`src/rtl/stack_ctrl_p.sv`:
```
// Multi-cycle controller for a stack machine datapath.
// Tracks stack occupancy and halts on underflow, overflow or illegal opcode.
module stack_ctrl_p #(
    parameter int OPW   = 3,
    parameter int DEPTH = 16,
    parameter int SPW   = $clog2(DEPTH + 1)
) (
    input  logic           clk,
    input  logic           rst,
    input  logic [OPW-1:0] opcode,
    input  logic           mem_ready,
    input  logic           zero,
    output logic           next,
    output logic           jump,
    output logic           PCL,
    output logic           LorD,
    output logic           MR,
    output logic           MW,
    output logic           LR,
    output logic           RegDst,
    output logic           StackSrc,
    output logic           ToS,
    output logic           Push,
    output logic           Pop,
    output logic           LA,
    output logic           LB,
    output logic           Ain,
    output logic           Bin,
    output logic [1:0]     ALUop,
    output logic [SPW-1:0] sp,
    output logic           full,
    output logic           empty,
    output logic           fault,
    output logic [1:0]     fault_code
);

    typedef enum logic [3:0] {
        S_IF, S_ID, S_POP1, S_SP, S_ALU, S_SAVE,
        S_PUSH, S_POP, S_JUMP, S_JZ, S_FAULT
    } state_t;

    localparam logic [SPW-1:0] SP_FULL = SPW'(DEPTH);

    state_t     state;
    logic [2:0] op;
    logic       illegal;
    logic       need2;
    logic       need1;
    logic [1:0] chk;

    assign op    = opcode[2:0];
    assign full  = (sp == SP_FULL);
    assign empty = (sp == '0);

    if (OPW > 3) begin : g_ext
        assign illegal = |opcode[OPW-1:3];
    end else begin : g_noext
        assign illegal = 1'b0;
    end

    // binary ops consume two operands; NOT, POP and JZ consume one
    assign need2 = ~op[2] & ~(op[1] & op[0]);
    assign need1 = op[0] & (op[1] | op[2]);

    always_comb begin
        chk = 2'b00;
        if (illegal)
            chk = 2'b11;
        else if ((need2 && sp < SPW'(2)) || (need1 && empty))
            chk = 2'b01;
        else if (op == 3'd4 && full)
            chk = 2'b10;
    end

    always_ff @(posedge clk) begin
        if (!rst) begin
            state      <= S_IF;
            sp         <= '0;
            fault      <= 1'b0;
            fault_code <= 2'b00;
        end else begin
            if (Push)
                sp <= sp + SPW'(1);
            else if (Pop)
                sp <= sp - SPW'(1);
            unique case (state)
                S_IF:   if (mem_ready) state <= S_ID;
                S_ID: begin
                    if (chk != 2'b00) begin
                        state      <= S_FAULT;
                        fault      <= 1'b1;
                        fault_code <= chk;
                    end else begin
                        unique case (op)
                            3'd4:    state <= S_PUSH;
                            3'd5:    state <= S_POP;
                            3'd6:    state <= S_JUMP;
                            3'd7:    state <= S_JZ;
                            default: state <= S_POP1;
                        endcase
                    end
                end
                S_POP1: state <= (op == 3'd3) ? S_ALU : S_SP;
                S_SP:   state <= S_ALU;
                S_ALU:  state <= S_SAVE;
                S_SAVE: state <= S_IF;
                S_PUSH: if (mem_ready) state <= S_IF;
                S_POP:  if (mem_ready) state <= S_IF;
                S_JUMP: state <= S_IF;
                S_JZ:   state <= S_IF;
                S_FAULT: state <= S_FAULT;
                default: state <= S_FAULT;
            endcase
        end
    end

    always_comb begin
        {next, jump, PCL, LorD, MR, MW, LR, RegDst} = '0;
        {StackSrc, ToS, Push, Pop, LA, LB, Ain, Bin} = '0;
        ALUop = 2'b00;
        unique case (state)
            S_IF: begin
                MR   = 1'b1;
                LorD = 1'b1;
                Ain  = 1'b1;
                next = mem_ready;
                PCL  = mem_ready;
                LR   = mem_ready;
            end
            S_ID: begin
                ToS = 1'b1;
                LA  = 1'b1;
            end
            S_POP1: Pop = 1'b1;
            S_SP: begin
                Pop    = 1'b1;
                ToS    = 1'b1;
                RegDst = 1'b1;
                LB     = 1'b1;
            end
            S_ALU: begin
                Bin   = 1'b1;
                ALUop = opcode[1:0];
            end
            S_SAVE: begin
                StackSrc = 1'b1;
                Push     = 1'b1;
            end
            S_PUSH: begin
                MR   = 1'b1;
                Push = mem_ready;
            end
            S_POP: begin
                MW  = 1'b1;
                Pop = mem_ready;
            end
            S_JUMP: begin
                jump = 1'b1;
                PCL  = 1'b1;
            end
            S_JZ: begin
                jump = zero;
                next = ~zero;
                PCL  = 1'b1;
            end
            default: ;
        endcase
    end

endmodule

```
`config.mk`:
```
export PLATFORM = sky130hd
export DESIGN_NAME = stack_ctrl_p
export DESIGN_NICKNAME = d
export VERILOG_FILES = /design/src/rtl/stack_ctrl_p.sv
export SDC_FILE = /design/constraint.sdc
export NUM_CORES = 1
export LEC_CHECK = 0
export BUFFER_PORTS_ARGS = -buffer_cell sky130_fd_sc_hd__buf_2
export CAP_MARGIN = 10
export CORE_UTILIZATION = 45
export CTS_CLUSTER_SIZE = 10
export DETAILED_ROUTE_END_ITERATION = 16
export GPL_TIMING_DRIVEN = 0
export PLACE_DENSITY = 0.75
export SLEW_MARGIN = 15
export SYNTH_ARGS = -nofsm -noshare
export SYNTH_HDL_FRONTEND = slang
export SYNTH_SLANG_ARGS = --single-unit
```
`constraint.sdc`:
```
create_clock -name clk -period 2.3 [get_ports clk]
set_input_delay 0.115 -clock clk [delete_from_list [all_inputs] [get_ports clk]]
set_output_delay 0.115 -clock clk [all_outputs]
set_load 0.01 [all_outputs]
```
==> results of run 1 <==
-- cell families (layout without fill, tap and decap cells) --
family / Yosys count / count (layout) / synth area share (%)
fa+ha+maj: 5 / 5 / 6.64
xor+xnor: 5 / 5 / 4.15
compound gates: 35 / 35 / 20.4
simple gates: 62 / 62 / 34.6
buf+inv: 19 / 58 / 8.54
flops: 12 / 12 / 22.8
mux: 3 / 3 / 2.85
-- state kept, by name, summed over array words and instances (netlist names) --
name / flops
state: 4
sp: 5
fault: 1
fault_code: 2
-- path summary, 6_finish.rpt --
kind | depth (start not counted) | from | slack [ns] | endpoint
max | 9 | state[0]$_SDFFE_PN0P_ | 0.15 | sp[4]$_SDFFE_PN0P_
min | 3 | rst | 0.09 | state[0]$_SDFFE_PN0P_
max reg2reg | 9 | state[0]$_SDFFE_PN0P_ | 0.15 | sp[4]$_SDFFE_PN0P_
min reg2reg | 2 | fault$_SDFFE_PN0P_ | 0.45 | fault$_SDFFE_PN0P_
-- repair_timing --
item	4_1_cts	5_1_grt
buffers inserted	1	0
pin swaps	1	0
resized for setup	1	5
hold endpoints to repair	0	0
setup endpoints to repair	1	1
hold buffers	0	0
-- power by group through the flow --
stage / Clock, mW / Sequential (mW) / Combinational [mW]
2_1_floorplan: 0 / 0.424 / 0.979
3_3_place_gp: 0 / 0.418 / 1.36
3_5_place_dp: 0 / 0.427 / 1.38
4_1_cts: 0.179 / 0.421 / 1.40
5_1_grt: 0.185 / 0.440 / 1.59
6_report: 0.179 / 0.430 / 1.44
-- cell type report --
class                   instances  area share, %
flip-flops and latches         12           18.1
multi-input cells             110           56.4
repair buffers                 35           13.3
inverters                      10           2.82
plain buffers                   9           3.94
well taps                      28           2.63
clock buffers                   4           2.72
-- layout by cell type, fill, tap and decap left out, types with 3 or more instances in the layout --
cell type,instances
nor2b_1,7
a21oi_1,13
dfxtp_1,11
clkbuf_4,3
nor4_1,3
nand3_1,3
buf_4,4
o21ai_0,6
inv_1,8
nor3_1,4
ha_1,3
clkbuf_1,5
and2_1,3
buf_2,34
nor2_1,13
xnor2_1,3
nand2b_1,6
mux2i_1,3
nand2_1,11
-- per-stage QoR --
stage          util [%]  instances  hold slack [ns]
3_3_place_gp       57.1        203            0.382
6_report           60.2        208           0.0857
5_1_grt            60.2        208            0.111
3_5_place_dp       57.1        203            0.387
4_1_cts            59.4        208           0.0873
2_1_floorplan         -        141            0.231
-- worst max-delay path: stages (launching register included) --
cell and delay [ns]:
dfxtp_1 0.34, buf_4 0.17, nand3b_1 0.16, a21oi_4 0.08
buf_4 0.15, fa_1 0.47, o21ai_2 0.17, xor2_1 0.09
or3_1 0.31, a21oi_1 0.14
-- layer usage --
metal	vias up	routed length, um	global-route usage [%]
li1	573	-	-
met5	-	0	0
met3	7	139	2.73
met4	0	53	8.33
met1	536	1260	30.6
met2	40	1380	41.6
==> flow_summary.ini, run 1 <==
[status]
status = finished, final reports clean

[place]
place_ws_ns = -0.108
gp_congestion = 0.891
place_area_sq_um = 1260
io_buffers = 34
dpl.hpwl_um = 2160

[detailed_routing]
vias = 1156
totalWireLength_um = 2830
drt_iter0_markers = 37
ant_nets = 0
drc_errors = 0
dr.pass1.iters = 4
post_drt_via_cell_ratio = 5.56
post_drt_wl_per_cell_um = 13.6

[clocking]
h-tree-depth = 1
cts.clk_slew.worst_paths_ns = 0.08
cts_tree = done
clock-sinks = 12
clk_latency_ns = 0.29
numCtsBuffers = 3
root_buffer = clkbuf_4
clockBufferDepth = 2

[finish]
drive_above_1_share_pct = 29.4
final_area_sq_um = 1330
antenna_cells = 0
layout.nets = 193
multi_input_area_sq_um = 752
areaGrowthSynthToFinish_pct = 26.3
fill_cells = 240
seq_area_sq_um = 241

[power]
power.total_mw = 2.05
p_clk_share_pct = 8.7
power_leakage_nw = 0.621
sw_frac_of_total_pct = 49.1
vdd_ir_drop_max_mv = 1.01
power.switching_mw = 1.01
p_comb_share_pct = 70.3
p_int_mw = 1.04
powerDensity_nw_per_um2 = 1540
seq_power_share_pct = 21.0

[die]
fp.dieArea_sq_um = 2540
rows = 17
initial_core_util_pct = 47.7
die_y_um = 50.4
pin_count = 35
coreArea_sq_um = 2210
die_w_um = 50.4

[yosys]
seq_area_frac_synth_pct = 22.8
synth_commonest_cells = a21oi_1, nor2_1, dfxtp_1
synthCells = 141
synth-async-reset-ratio_pct = 0
syn-cell-area_sq_um = 1050
syn_avg_cell_area_sq_um = 7.48
synth_area_leader_cell = dfxtp_1
ys_types = 43
synth_edf_count = 0
synth-seq-cells = 12
syn-num-nets = 153
yosysMostFrequentCell = a21oi_1
synth.area.top_cells = dfxtp_1, a21oi_1, ha_1, nor2_1, nor4b_4
synth_ff_type = dfxtp_1
yosysTopAreaCellShare_pct = 22.8
ys_warn_count = 0

[sta]
hold_viol = 0
timing.final.crit_share_pct = 93.6
setup_viol = 0
rsz0062_at_grt = false
slew_violations = 0
tns_ns = 0
slew_headroom_pct = 61.0
fin_ws_ns = 0.147
fmax_ghz = 0.465
period_minus_slack_ns = 2.15
finClkSkew_ns = 0.00515
max_slew.worst_pin.slew_ns = 0.580

[worst_hold_path]
hp-class = input pin to flip-flop

[critical_path]
critPathRequiredTime_ns = 2.52
critPathKind = flip-flop to flip-flop
cp-end-kind = flip-flop
crit_fanout = 10
worstSetupStartpointType = flip-flop
crit_arrival_ns = 2.37

[grt]
antenna_found_initial = 0
track_usage_pct = 24.1
grt_pass1_wl_um = 4690
grt_start_max_net_pins = 12
first_global_vias = 1025
grt-ovfl-total = 0

[run]
cap_viol_max_count = 0
(Power assumes the default switching activity.)
==> run 2: changes to the inputs <==
ABC_AREA = 1   (was not set)
CORE_UTILIZATION = 44   (was 45)
==> run 2 against run 1 <==
  * Sequential power shrank 10%
  * Fmax grew 1.7%
  * Combinational power shrank 7%
  * Routed wire length shrank 21%
  * First-iteration DRC count shrank 27%
  * Sequential share of layout area grew 1.4 points
  * Largest cell class unchanged
  * Area after synthesis shrank 4.9%
==> flow_summary.ini, run 2 <==
[finish]
largest_reg_flops = 5
drive_above_1_share_pct = 34.6
fill_cells = 201
antenna_cells = 0
final_common_cell = buf_2
largest_registers = sp x5, state x4, fault_code x2
final_cell_mix = buf_2, nor2_1, nand2_1, inv_1, dfxtp_1
areaGrowthSynthToFinish_pct = 24.1
top_register = sp
layout.nets = 201

[detailed_routing]
drt_iter0_markers = 27
vias = 1058
ant_nets = 0
dr.pass1.iters = 4
post_drt_wl_per_cell_um = 10.4
totalWireLength_um = 2230
post_drt_via_cell_ratio = 4.92
drc_errors = 0

[critical_path]
critPathRequiredTime_ns = 2.48
worstSetupStartpointType = flip-flop
cpMostUsedCell = nand2_1
crit_slowest_cell = dfxtp_2
crit_path_cell_trace = inv_2, nor2_4, nand2_2, nand2_4, inv_1, ha_1, a21oi_2, nand2_1, nand3_1, nand2_1, nor2_2, nand2_1, nand2_1, nor2_2
max_stage_delay_ns = 0.38
crit_arrival_ns = 2.29
r2r_end = sp[4]$_SDFFE_PN0P_
rr_startpoint = state[2]$_SDFFE_PN0P_
crit_fanout = 6
cp-end-kind = flip-flop
critPathKind = flip-flop to flip-flop
reg2reg_depth = 14
reg2reg_slack_ns = 0.18

[power]
power.switching_mw = 0.953
powerDensity_nw_per_um2 = 1520
power.total_mw = 1.90
p_int_mw = 0.945
sw_frac_of_total_pct = 50.2
vdd_ir_drop_max_mv = 1.04
p_clk_share_pct = 8.8
seq_power_share_pct = 20.4
p_comb_share_pct = 70.8
power_leakage_nw = 0.677

[sta]
tns_ns = 0
finClkSkew_ns = 0.00330
slew_violations = 0
slew_headroom_pct = 79.6
setup_viol = 0
fmax_ghz = 0.472
max_slew.worst_pin.slew_ns = 0.305
rsz0062_at_grt = false
timing.final.crit_share_pct = 92.0
period_minus_slack_ns = 2.12
hold_viol = 0

[place]
gp_congestion = 0.810
dpl.hpwl_um = 1790
io_buffers = 33

[yosys]
syn-cell-area_sq_um = 1000
yosysTopAreaCellShare_pct = 23.9
synth_edf_count = 0
ys_warn_count = 0
synth_commonest_cells = nand2_1, nor2_1, inv_1
synth_area_leader_cell = dfxtp_1
seq_area_frac_synth_pct = 23.9
syn-num-nets = 163
synth-seq-cells = 12
syn_avg_cell_area_sq_um = 6.65
synth.area.top_cells = dfxtp_1, nand2_1, nor2_1, inv_1, a21oi_1
synthCells = 151
synth_ff_type = dfxtp_1
synth-async-reset-ratio_pct = 0
ys_types = 31

[clocking]
clk_latency_ns = 0.27
numCtsBuffers = 3
h-tree-depth = 1
clockBufferDepth = 2
hold_buffers = 0
root_buffer = clkbuf_4
cts_tree = done
cts.clk_slew.worst_paths_ns = 0.08
clock-sinks = 12
postCtsSetupBuffers = 0
post_cts_resized = 0

[grt]
grt_pass1_wl_um = 3840
first_global_vias = 928
grt-ovfl-total = 0
track_usage_pct = 19.7
antenna_found_initial = 0
grt_start_max_net_pins = 11

[die]
pin_count = 35
coreArea_sq_um = 2040
initial_core_util_pct = 49.1
rows = 16
die_y_um = 49.8
fp.dieArea_sq_um = 2480
die_w_um = 49.8

[run]
cap_viol_max_count = 0

[worst_hold_path]
worstHoldEndpoint = state[2]$_SDFFE_PN0P_
hp-class = input pin to flip-flop
worstHoldPathCells = 3
min_from = rst

[status]
status = finished, final reports clean
==> run 2: metal layers <==
layer  part of all wire [%]  track usage (%)
met1                     51             27.2
met2                     42             31.1
met3                    6.0             2.16
met4                    1.1             7.14
met5                      0                0
==> run 2: area by class of cell <==
| type | count | area, sq um | share of cell area [%] |
|---|---|---|---|
| Inverter | 25 | 97.6 | 7.84 |
| Sequential cell | 12 | 243 | 19.5 |
| Clock buffer | 4 | 36.3 | 2.91 |
| Multi-Input combinational cell | 110 | 623 | 50.1 |
| Buffer | 4 | 46.3 | 3.72 |
| Timing Repair Buffer | 33 | 165 | 13.3 |
| Tap cell | 27 | 33.8 | 2.71 |
==> run 2: cells by family (layout without fill, tap and decap cells) <==
kind of cell	count (synthesis)	count (layout)	synth area share [%]
fa+ha+maj	5	5	6.98
xor+xnor	2	2	1.75
buf+inv	29	66	14.3
flops	12	12	23.9
simple gates	81	81	41.0
compound gates	22	22	12.0
==> run 2: power groups by stage <==
stage / Combinational, mW / Sequential (mW) / Clock (mW)
floorplan: 0.953 / 0.398 / 0
detailed placement: 1.32 / 0.387 / 0
finish: 1.34 / 0.386 / 0.168
global placement: 1.29 / 0.384 / 0
CTS: 1.33 / 0.383 / 0.173
global route: 1.51 / 0.402 / 0.181
==> run 2: through the flow <==
step,area [sq um],std cells,hold WS (ns),setup slack [ns],util (%)
floorplan,1000,151,0.306,0.374,-
global placement,1200,211,0.334,0.230,58.9
detailed placement,1200,211,0.345,0.114,58.9
CTS,1240,215,0.0593,0.0979,60.7
global route,1240,215,0.0799,0.00673,61.0
finish,1240,215,0.0635,0.183,61.0
==> run 2: worst max-delay path by stage <==
stage	startpoint	end	slack [ns]
2_1_floorplan	state[2]$_SDFFE_PN0P_	sp[4]$_SDFFE_PN0P_	0.37
3_3_place_gp	state[2]$_SDFFE_PN0P_	sp[4]$_SDFFE_PN0P_	0.23
3_5_place_dp	state[0]$_SDFFE_PN0P_	sp[4]$_SDFFE_PN0P_	0.11
4_1_cts	state[0]$_SDFFE_PN0P_	sp[4]$_SDFFE_PN0P_	0.1
5_1_grt	state[2]$_SDFFE_PN0P_	sp[4]$_SDFFE_PN0P_	0.007
6_report	state[2]$_SDFFE_PN0P_	sp[4]$_SDFFE_PN0P_	0.18
==> run 2: worst max-delay path: cells and delay by family (launching register included) <==
family	cells	cell delay, ns
AO/OA/AOI/OAI	1	0.16
adder cells (fa/ha/maj)	1	0.37
buffers and inverters	2	0.15
flip-flops	1	0.38
AND/OR/NAND/NOR	10	0.95
==> run 3: changes to the inputs <==
CELL_PAD_IN_SITES_DETAIL_PLACEMENT = 0   (was not set)
CELL_PAD_IN_SITES_GLOBAL_PLACEMENT = 1   (was not set)
CORE_UTILIZATION = 30   (was 44)
PLACE_DENSITY = not set   (was 0.75)
PLACE_DENSITY_LB_ADDON = 0.1   (was not set)
RECOVER_POWER = 25   (was not set)
==> run 3 against run 2 <==
  * Final area up 1.1%
  * Highest routed layer unchanged
  * Clock power down 26%
  * Sequential power up 2%
  * Clock skew down 0.00054 ns
  * Final cell count up 8.4%
  * Critical endpoint unchanged
  * Non-clock buffer count up 2
  * Register-to-register slack better by 0.06 ns
  * Combinational power about the same
  * Critical path depth unchanged
  * Routed wire length up 8.1%
  * Global-route usage down 4.8 points
  * Die area up 45%
  * Largest power group unchanged
==> flow_summary.ini, run 3 (synthesized netlist as in run 2, its figures left out) <==
[clocking]
cts.clk_slew.worst_paths_ns = 0.07
hold_buffers = 0
cts_tree = done
clockBufferDepth = 2
numCtsBuffers = 3
clk_latency_ns = 0.27
root_buffer = clkbuf_4
h-tree-depth = 1
clock-sinks = 12

[finish]
largest_registers = sp x5, state x4, fault_code x2
largest_reg_flops = 5
areaGrowthSynthToFinish_pct = 25.4
top_register = sp
final_area_sq_um = 1260
drive_above_1_share_pct = 30.2
fill_cells = 383
final_common_cell = buf_2
final_cell_mix = buf_2, nor2_1, nand2_1, inv_1
antenna_cells = 0
layout.nets = 203

[sta]
setup_viol = 0
period_minus_slack_ns = 2.06
max_slew.worst_pin.slew_ns = 0.296
fmax_ghz = 0.487
hold_viol = 0
slew_violations = 0
finClkSkew_ns = 0.00276
timing.final.crit_share_pct = 89.4
slew_headroom_pct = 80.0
rsz0062_at_grt = false
tns_ns = 0

[detailed_routing]
drc_errors = 0
ant_nets = 0
post_drt_wl_per_cell_um = 10.3
post_drt_via_cell_ratio = 4.52
totalWireLength_um = 2410
drt_iter0_markers = 47
dr.pass1.iters = 4
vias = 1053

[die]
coreArea_sq_um = 3100
rows = 20
die_w_um = 59.8
initial_core_util_pct = 32.3
pin_count = 35
fp.dieArea_sq_um = 3580
die_y_um = 59.8

[power]
vdd_ir_drop_max_mv = 0.632
powerDensity_nw_per_um2 = 1470
power_leakage_nw = 0.648
power.total_mw = 1.86

[critical_path]
critPathRequiredTime_ns = 2.46
crit_arrival_ns = 2.22
crit_fanout = 5
worstSetupStartpointType = flip-flop
reg2reg_depth = 14
cp-end-kind = flip-flop
critPathKind = flip-flop to flip-flop

[status]
status = finished, final reports clean

[grt]
grt-ovfl-total = 0
first_global_vias = 940
met1_usage_pct = 18.9
track_usage_pct = 14.9
top_usage_layer = met2
antenna_found_initial = 0
grt_start_max_net_pins = 11
gr-usage-met2_pct = 24.4
grtUsageMet3_pct = 4.11
grt_pass1_wl_um = 4030

[place]
place_area_sq_um = 1220
dpl.hpwl_um = 1990
io_buffers = 33
gp_congestion = 0.803

[worst_hold_path]
hp-class = input pin to flip-flop
worstHoldPathCells = 3

[run]
cap_viol_max_count = 0
-- run 3: cell count changes in the layout (fill, tap and decap cells not counted) --
cell | before | now
buf_2 | 33 | 25
a21oi_1 | 9 | 10
clkbuf_8 | 1 | 0
nor2_4 | 2 | 3
a21oi_2 | 1 | 0
clkbuf_1 | 0 | 8
buf_4 | 2 | 4
nor2_2 | 5 | 4
-- run 3: path summary, 6_finish.rpt --
check                        start                     to  slack [ns]
max reg2reg  state[2]$_SDFFE_PN0P_     sp[4]$_SDFFE_PN0P_        0.24
max          state[2]$_SDFFE_PN0P_     sp[4]$_SDFFE_PN0P_        0.24
min                            rst  state[2]$_SDFFE_PN0P_        0.06
min reg2reg     fault$_SDFFE_PN0P_     fault$_SDFFE_PN0P_        0.46
-- run 3: per-stage QoR --
stage / instances / worst slack, ns / utilization, % / hold slack [ns]
after floorplan: 151 / 0.374 / - / 0.306
after global placement: 228 / 0.146 / 39.4 / 0.338
after detailed placement: 228 / 0.117 / 39.4 / 0.343
after CTS: 231 / 0.0972 / 40.2 / 0.0594
after global routing: 233 / 0.00795 / 40.6 / 0.0647
final: 233 / 0.245 / 40.6 / 0.0635
-- run 3: metal layers --
layer / routed length (um) / vias up
met5: 0 / -
met4: 36 / 0
met3: 86 / 4
met2: 1170 / 19
met1: 1110 / 471
li1: - / 559
-- run 3: what timing repair did --
item                                    CTS  global route
setup buffers                             0             2
endpoints found under the setup margin    0             1
gates resized for setup                   0             3
-- run 3: where the power goes --
| group | switching (mW) | internal, mW |
|---|---|---|
| clock network | 0.0639 | 0.0605 |
| registers | 0.0995 | 0.294 |
| logic | 0.787 | 0.551 |
| total | 0.950 | 0.905 |
-- run 3: area by class of cell --
cell class                      instances  area, sq um  share of cell area, %
Tap cell                               44         55.1                   4.37
Clock buffer                            3         22.5                   1.79
Inverter                               25         97.6                   7.75
Buffer                                  4         46.3                   3.68
Timing Repair Buffer                   35          170                   13.5
Sequential cell                        12          243                   19.3
Multi-Input combinational cell        110          624                   49.6
-- run 3: worst max-delay path: stages, from the launching register on --
cell and delay [ns]:
dfxtp_2 0.38, inv_2 0.06, nor2_4 0.17, nand4_4 0.11
nand2_4 0.12, inv_1 0.09, ha_1 0.35, a21oi_1 0.16
nand2_1 0.08, nand3_1 0.08, nand2_1 0.06, nor2_2 0.12
nand2_1 0.06, nand2_1 0.07, nor2_2 0.03
